**src/rtl/hyperram_seq.sv**
```systemverilog
// rtl/hyperram_seq.sv - HyperRAM transaction sequencer driving the hyperram_io PHY
module hyperram_seq #(
    parameter int LATENCY    = 6,
    parameter int LEN_W      = 6,
    parameter int RD_TIMEOUT = 32,
    parameter int RST_CYCLES = 16
) (
    input  logic             clk,
    input  logic             rst,
    input  logic             cmd_valid,
    output logic             cmd_ready,
    input  logic             cmd_we,
    input  logic             cmd_reg,
    input  logic [31:0]      cmd_addr,
    input  logic [LEN_W-1:0] cmd_len,
    input  logic [15:0]      wr_data,
    input  logic [1:0]       wr_mask,
    input  logic             wr_valid,
    output logic             wr_ready,
    output logic [15:0]      rd_data,
    output logic             rd_valid,
    output logic [1:0]       err,
    output logic             phy_ce_n,
    output logic             phy_rst_n,
    output logic             phy_ck_en,
    output logic             phy_dq_dir,
    output logic             phy_rwds_dir,
    output logic [7:0]       phy_dq_out0,
    output logic [7:0]       phy_dq_out1,
    output logic             phy_rwds_out0,
    output logic             phy_rwds_out1,
    input  logic [7:0]       phy_dq_in0,
    input  logic [7:0]       phy_dq_in1,
    input  logic             phy_rwds_in0,
    input  logic             phy_rwds_in1
);
    // One shared cycle counter covers reset timing, latency and burst length.
    localparam int CNT_W = 16;

    localparam logic [3:0] S_RST_LO   = 4'd0;
    localparam logic [3:0] S_RST_WAIT = 4'd1;
    localparam logic [3:0] S_IDLE     = 4'd2;
    localparam logic [3:0] S_CA0      = 4'd3;
    localparam logic [3:0] S_CA1      = 4'd4;
    localparam logic [3:0] S_CA2      = 4'd5;
    localparam logic [3:0] S_LAT      = 4'd6;
    localparam logic [3:0] S_WDATA    = 4'd7;
    localparam logic [3:0] S_RDATA    = 4'd8;
    localparam logic [3:0] S_HOLD     = 4'd9;

    logic [3:0]       r_state;
    logic [CNT_W-1:0] r_cnt;
    logic [CNT_W-1:0] r_to;
    logic [47:0]      r_ca;
    logic [LEN_W-1:0] r_len;
    logic             r_we;
    logic             r_reg;
    logic             r_dbl;
    logic [1:0]       r_err;
    logic [15:0]      r_rd_data;
    logic             r_rd_valid;

    logic [CNT_W-1:0] w_lat_last;
    logic [CNT_W-1:0] w_len_last;
    logic             w_rd_word;

    // LAT lasts L-1 cycles, so the last count is L-2.
    assign w_lat_last = r_dbl ? CNT_W'(2 * LATENCY - 2) : CNT_W'(LATENCY - 2);
    assign w_len_last = CNT_W'(r_len);
    // A read word is marked by an RWDS rising/falling pair within one CK cycle.
    assign w_rd_word  = phy_rwds_in0 & ~phy_rwds_in1;

    assign rd_data  = r_rd_data;
    assign rd_valid = r_rd_valid;
    assign err      = r_err;

    // Sequencer state, counters, command capture, read capture and sticky errors.
    always_ff @(posedge clk) begin
        if (rst) begin
            r_state    <= S_RST_LO;
            r_cnt      <= '0;
            r_to       <= '0;
            r_ca       <= '0;
            r_len      <= '0;
            r_we       <= 1'b0;
            r_reg      <= 1'b0;
            r_dbl      <= 1'b0;
            r_err      <= 2'b00;
            r_rd_data  <= '0;
            r_rd_valid <= 1'b0;
        end else begin
            r_rd_valid <= 1'b0;
            case (r_state)
                S_RST_LO: begin
                    if (r_cnt == CNT_W'(RST_CYCLES - 1)) begin
                        r_state <= S_RST_WAIT;
                        r_cnt   <= '0;
                    end else begin
                        r_cnt <= r_cnt + 1'b1;
                    end
                end
                S_RST_WAIT: begin
                    if (r_cnt == CNT_W'(RST_CYCLES - 1)) begin
                        r_state <= S_IDLE;
                        r_cnt   <= '0;
                    end else begin
                        r_cnt <= r_cnt + 1'b1;
                    end
                end
                S_IDLE: begin
                    if (cmd_valid) begin
                        r_state <= S_CA0;
                        r_ca    <= {~cmd_we, cmd_reg, 1'b1, cmd_addr[31:3], 13'b0, cmd_addr[2:0]};
                        r_we    <= cmd_we;
                        r_reg   <= cmd_reg;
                        r_len   <= cmd_len;
                        r_err   <= 2'b00;
                    end
                end
                S_CA0: begin
                    r_dbl   <= phy_rwds_in0;
                    r_state <= S_CA1;
                end
                S_CA1: r_state <= S_CA2;
                S_CA2: begin
                    r_cnt   <= '0;
                    r_to    <= '0;
                    r_state <= (r_we && r_reg) ? S_WDATA : S_LAT;
                end
                S_LAT: begin
                    if (r_cnt == w_lat_last) begin
                        r_cnt   <= '0;
                        r_to    <= '0;
                        r_state <= r_we ? S_WDATA : S_RDATA;
                    end else begin
                        r_cnt <= r_cnt + 1'b1;
                    end
                end
                S_WDATA: begin
                    if (!wr_valid) begin
                        r_err[1] <= 1'b1;
                    end
                    if (r_reg || r_cnt == w_len_last) begin
                        r_state <= S_HOLD;
                    end else begin
                        r_cnt <= r_cnt + 1'b1;
                    end
                end
                S_RDATA: begin
                    if (w_rd_word) begin
                        r_rd_data  <= {phy_dq_in0, phy_dq_in1};
                        r_rd_valid <= 1'b1;
                        r_to       <= '0;
                        if (r_cnt == w_len_last) begin
                            r_state <= S_HOLD;
                        end else begin
                            r_cnt <= r_cnt + 1'b1;
                        end
                    end else if (r_to == CNT_W'(RD_TIMEOUT - 1)) begin
                        r_err[0] <= 1'b1;
                        r_state  <= S_HOLD;
                    end else begin
                        r_to <= r_to + 1'b1;
                    end
                end
                S_HOLD:  r_state <= S_IDLE;
                default: r_state <= S_RST_LO;
            endcase
        end
    end

    // PHY and handshake outputs decoded from the current state.
    always_comb begin
        cmd_ready     = 1'b0;
        wr_ready      = 1'b0;
        phy_ce_n      = 1'b1;
        phy_rst_n     = 1'b1;
        phy_ck_en     = 1'b0;
        phy_dq_dir    = 1'b0;
        phy_rwds_dir  = 1'b0;
        phy_dq_out0   = 8'h00;
        phy_dq_out1   = 8'h00;
        phy_rwds_out0 = 1'b0;
        phy_rwds_out1 = 1'b0;
        case (r_state)
            S_RST_LO: phy_rst_n = 1'b0;
            S_IDLE:   cmd_ready = 1'b1;
            S_CA0: begin
                phy_ce_n    = 1'b0;
                phy_ck_en   = 1'b1;
                phy_dq_dir  = 1'b1;
                phy_dq_out0 = r_ca[47:40];
                phy_dq_out1 = r_ca[39:32];
            end
            S_CA1: begin
                phy_ce_n    = 1'b0;
                phy_ck_en   = 1'b1;
                phy_dq_dir  = 1'b1;
                phy_dq_out0 = r_ca[31:24];
                phy_dq_out1 = r_ca[23:16];
            end
            S_CA2: begin
                phy_ce_n    = 1'b0;
                phy_ck_en   = 1'b1;
                phy_dq_dir  = 1'b1;
                phy_dq_out0 = r_ca[15:8];
                phy_dq_out1 = r_ca[7:0];
            end
            S_LAT, S_RDATA: begin
                phy_ce_n  = 1'b0;
                phy_ck_en = 1'b1;
            end
            S_WDATA: begin
                phy_ce_n      = 1'b0;
                phy_ck_en     = 1'b1;
                phy_dq_dir    = 1'b1;
                phy_rwds_dir  = ~r_reg;
                wr_ready      = 1'b1;
                phy_dq_out0   = wr_data[15:8];
                phy_dq_out1   = wr_data[7:0];
                // A missing word is fully masked so the device keeps old data.
                phy_rwds_out0 = wr_valid ? wr_mask[1] : 1'b1;
                phy_rwds_out1 = wr_valid ? wr_mask[0] : 1'b1;
            end
            default: ;
        endcase
    end
endmodule

```
**config.mk**
```make
export PLATFORM = sky130hd
export DESIGN_NAME = hyperram_seq
export DESIGN_NICKNAME = d
export VERILOG_FILES = /design/src/rtl/hyperram_seq.sv
export SDC_FILE = /design/constraint.sdc
export NUM_CORES = 1
export LEC_CHECK = 0
export ABC_AREA = 1
export BUFFER_PORTS_ARGS = -buffer_cell sky130_fd_sc_hd__buf_2
export CAP_MARGIN = 20
export CORE_ASPECT_RATIO = 0.6
export CORE_MARGIN = 1
export CORE_UTILIZATION = 54
export CTS_CLUSTER_DIAMETER = 150
export CTS_CLUSTER_SIZE = 16
export DETAILED_ROUTE_END_ITERATION = 16
export PLACE_DENSITY_LB_ADDON = 0.15
export SYNTH_ARGS = -nofsm -noshare
export SYNTH_HDL_FRONTEND = slang
export SYNTH_SLANG_ARGS = --single-unit
```
**constraint.sdc**
```tcl
create_clock -name clk -period 2.2 [get_ports clk]
set_input_delay 0.11 -clock clk [delete_from_list [all_inputs] [get_ports clk]]
set_output_delay 0.11 -clock clk [all_outputs]
set_load 0.02 [all_outputs]
```
Word level (Yosys, flattened, before mapping)
Cells that the tools add are included.
- register bits: 99
- latch bits: 0
- RAM bits: 0
- memory bits (read-only): 0
- input bits: 80
- logic and storage cells: 106
- memories kept: 0
- add/subtract/negate cells: 2
- multiply operators: 0
- div/mod/pow operators: 0
- $lt $le $gt $ge: 0
- eq/ne operators: 27
- shift operators: 0
- mux-type cells: 42
- bitwise gates (word level): 5
- reductions and logical operators: 18
- operators by type and width (cell ; number):
    16-bit 2-to-1 mux ; 8
    16-bit one-hot mux with 5 select lines ; 1
    16-bit one-hot mux with 3 select lines ; 1
    4-bit 2-to-1 mux ; 10
    4-bit one-hot mux with 10 select lines ; 1
    16-bit by 1-bit adder with 16-bit output, second input constant ; 2
    8-bit one-hot mux with 4 select lines ; 1
    8-bit one-hot mux with 3 select lines ; 1
    2-bit != test, second input constant ; 11
    16-bit by 4-bit == test with 1-bit output ; 1
    16-bit by 4-bit == test with 1-bit output, second input constant ; 1
    16-bit by 5-bit == test with 1-bit output, second input constant ; 1
    16-bit by 6-bit == test with 1-bit output ; 1
    4-bit by 3-bit == test with 1-bit output, second input constant ; 4
    1-bit 2-to-1 mux ; 16
    3-bit != test, second input constant ; 3
    4-bit by 2-bit == test with 1-bit output, second input constant ; 2
    4-bit == test, second input constant ; 2
    4-bit AND reduction ; 2
    7-bit AND reduction ; 1
    3-bit AND reduction ; 2
    6-bit OR reduction ; 1
    5-bit nonzero test ; 1
    4-bit by 1-bit == test with 1-bit output, second input constant ; 1
    other kinds (12) ; 19

Depth between registers and ports, before layout
- depth after elaboration: 4
- mapped depth: 13
- gate-level depth less buffers: 12

Worst setup path after synthesis
Ideal clock, no wire load.
- path type: reg-to-reg
- from: register r_state[0]
- to: register r_state[0]
- setup time: 0.115 ns
- data arrival time: 1.628 ns
- required time: 2.085 ns
- path slack: 0.457 ns
- cell stages (with the launch flop): 8
- buffers on the path: 0
- period minus slack after synthesis: 1.743 ns
- path through: dfxtp_1 -> nand2_1 -> nor2_1 -> inv_1 -> nor2_1 -> o22ai_1 -> a21oi_1 -> nor2_1
- word-level cells in the longest chain between the ends: 3
- ends and longest elaborated chain (what ; line ; source):
    start: declaration ; 51 ; logic [3:0] r_state;
    start signal: assignment ; 128 ; r_state <= (r_we && r_reg) ? S_WDATA : S_LAT;
    start signal: assignment ; 134 ; r_state <= r_we ? S_WDATA : S_RDATA;
    4-bit == test, or another cell as far along ; 93 ; case (r_state)
    3-bit != test (no source line) / 2-bit != test (equally long branches) ; n/a ;
    7-bit AND reduction (no source line) ; n/a ;
Several ways; a longest one is shown, not always the timed one.
A chain may end at the register's enable or synchronous reset.

Final worst setup path
- from: register r_state[3]
- to: register r_cnt[2]
- word-level cells in the longest chain between the ends: 4
- ends and longest elaborated chain (what ; line ; source):
    4-bit by 1-bit == test with 1-bit output / 4-bit logical NOT (equally long branches) ; 93 ;
    2-bit OR reduction (no source line) ; n/a ;
    5-bit nonzero test (no source line) ; n/a ;
    4-bit AND reduction (no source line) ; n/a ;
    end signal: assignment ; 99 ; r_cnt <= r_cnt + 1'b1;
    end signal: assignment ; 107 ; r_cnt <= r_cnt + 1'b1;
    end signal: assignment ; 136 ; r_cnt <= r_cnt + 1'b1;
    end: declaration ; 52 ; logic [CNT_W-1:0] r_cnt;
Several ways; a longest one is shown, not always the timed one.

==> metrics <==
Pre-Repair DR Iteration Count=6; initial core utilization=56.81%; root buf cell=clkbuf_16; die footprint=0.01026 mm2; arrival time worst endpoint=2.21 ns; area grow syn2layout=21.77%; Vias per Instance=5.533; layout cells sized above 1=18.76%; Synth warnings=0; Mapped Cells=813; Post-Synth Simple-Gate Area=33.16%; Die W=130.1 um; RR Startpoint=r_state[3]; Pleak=0.002852 uW; Syn Nets=895; setup TNS=0 ns; most frequent cells in the layout=nand2_1, buf_2, nor2_1; XOR/XNOR Fraction of Synth Area=1.153%; Final setup viols=0; number of global-route vias before repair=5401; maxcap violations=0; worst-case reg-to-reg path depth=10; worst slew pin tran=0.5195 ns; post-synthesis sequential area ratio=36.90%; Post-DP HPWL=11080 um; post-synthesis mux area share=0%; PortBufs=123; Hold EP=rd_data[6]; Iter 0 DRT Violations=627; max_slew headroom=65.33%; Post-Syn Area per Cell=6.539 um2; peak supply drop=609.8 uV; total power per unit cell area=975.6 mW/mm2; row count=27; n_diodes=0; Hold Path Stages=3; unrepaired setup endpoints after global routing=false; Routed WL=15630 um; asr flop ratio synth=0%; CTS tree=done; io pins=124; clock latency on the worst-skew pair=0.35 ns; R2R Path End=r_cnt[2]; gr usage total=32.25%; final slew viol count=0; clock-pin slew on the worst setup and hold paths=0.07 ns; core area=0.009358 mm2; launch point of the worst hold path=phy_dq_in1[6]; HP Class=in2reg; Post-Synth Adder-Cell Area=0.4707%; Synth Area in Compound Gates=17.98%; Max FO, Critical Path=19; nets=1016; largest family of logic cells by synthesized area=simple AND/OR/NAND/NOR gates; most common cell after layout, fill and taps aside=nand2_1; Worst Skew=0.006317 ns; CTS Buf Count=9; Die Y=78.86 um; DR DRC count=0; number of synthesized register bits=98; clk sink count=98; initial antenna violation count=0; synthesized cell area=0.005316 mm2; status=complete, no violations; fmax=501.7 MHz; Critical Path RT=2.42 ns; H-tree levels=3; number of synthesized flops with an enable pin=0; largest net degree at the start of global routing=55; crit start category=flip-flop; filler cell count=794; Clock Path Buffers=2; Synth cell types=36; first-pass GRT wire length=25790 um; Reg2Reg Setup Slack=0.21 ns; Setup crit end kind=flip-flop; Finished Core Util=69.18%; setup repair bufs after CTS=0; min cycle time layout=1.993 ns; Routed Antenna Nets=0; via count=5909; crit share post-route=90.60%; total gr overflow=0; DR WL/cell=14.63 um; critical path type=reg2reg; Hold Fails Final Rpt=0; Most used DFF post-synth=dfxtp_1; GP Congestion=0.9280
layer usage:
| metal | routed length [um] | share of wire [%] | global-route usage (%) |
|---|---|---|---|
| met3 | 1385 | 8.9 | 7.817 |
| met5 | 0 | 0 | 0 |
| met2 | 6802 | 44 | 50.27 |
| met4 | 217 | 1.4 | 8.605 |
| met1 | 7219 | 46 | 44.31 |
critical path, cell delays in order, from the launching register on:
cell	delay, ns
dfxtp_1	0.35
inv_1	0.06
nor2_1	0.18
nand2_4	0.15
nor2_8	0.25
inv_4	0.15
o21bai_4	0.20
nand2_4	0.18
nand2_4	0.16
nand2_1	0.10
a21oi_1	0.06
area by class of cell:
class	count	area (um2)	share of cell area (%)
Inverter	95	359.1	5.547
Tap cell	130	162.7	2.513
Clock inverter	6	91.34	1.411
Timing Repair Buffer	148	850.8	13.14
Multi-Input combinational cell	582	2821	43.58
Sequential cell	98	1963	30.32
Clock buffer	9	225.2	3.479
per-stage QoR:
stage          area [um2]  hold slack [ns]  setup slack [ns]  instances  total power [uW]
2_1_floorplan        5316           0.2449            0.4570        813              3979
3_3_place_gp         6002           0.3328            0.2985       1039              4485
3_5_place_dp         6002           0.3384            0.1943       1039              4539
4_1_cts              6459        0.0002996            0.1367       1068              6257
5_1_grt              6474         0.005265          0.003774       1068              6684
6_report             6474         0.001139            0.2069       1068              6316
power by group:
| group | switching (uW) | leakage, uW | internal, uW | total (uW) |
|---|---|---|---|---|
| clock network | 716 | 0.000144 | 994 | 1710 |
| logic | 1700 | 0.00191 | 735 | 2440 |
| registers | 175 | 0.000794 | 1990 | 2170 |
| total | 2590 | 0.00285 | 3720 | 6320 |
sequential cells by signal (all words and copies together), names as in the netlist:
signal / flops
r_ca: 35
r_cnt: 16
r_to: 16
rd_data: 16
r_len: 6
r_state: 4
err: 2
r_dbl: 1
r_we: 1
rd_valid: 1
kinds of logic after synthesis:
group / count (synthesis)
buf+inv: 133
flops: 98
fa+ha+maj: 2
compound gates: 170
xor+xnor: 7
simple gates: 403
synth_stat cells (4+ instances only):
cell	instances	area, um2
clkbuf_1	23	86.33
buf_2	8	40.04
nand4_1	22	137.6
nand2_1	189	709.4
inv_1	90	337.8
o211ai_1	7	52.55
o21ai_0	53	265.3
nand3_1	62	310.3
a31oi_1	4	25.02
nor3_1	13	65.06
dfxtp_1	98	1962
buf_4	4	30.03
inv_2	4	15.01
xor2_1	4	35.03
nor2_2	4	25.02
a21oi_1	82	410.4
nand2_4	4	45.04
nor2_1	98	367.9
o221ai_1	13	113.9
how the worst max path moves through the flow:
stage / cells after the start / endpoint / from
6_report: 10 / r_cnt[2] / r_state[3]
5_1_grt: 10 / r_state[0] / r_cnt[0]
4_1_cts: 5 / phy_dq_out0[0] / r_state[0]
3_5_place_dp: 10 / r_state[0] / r_cnt[0]
3_3_place_gp: 10 / r_state[2] / r_cnt[0]
2_1_floorplan: 7 / r_state[0] / r_state[0]
repair_timing:
| item | CTS | global route |
|---|---|---|
| setup endpoints to repair | 0 | 7 |
| hold buffers | 14 | 0 |
| hold endpoints to repair | 14 | 0 |
| gates resized for setup | 0 | 4 |
Power figures use the tool's default switching activity.
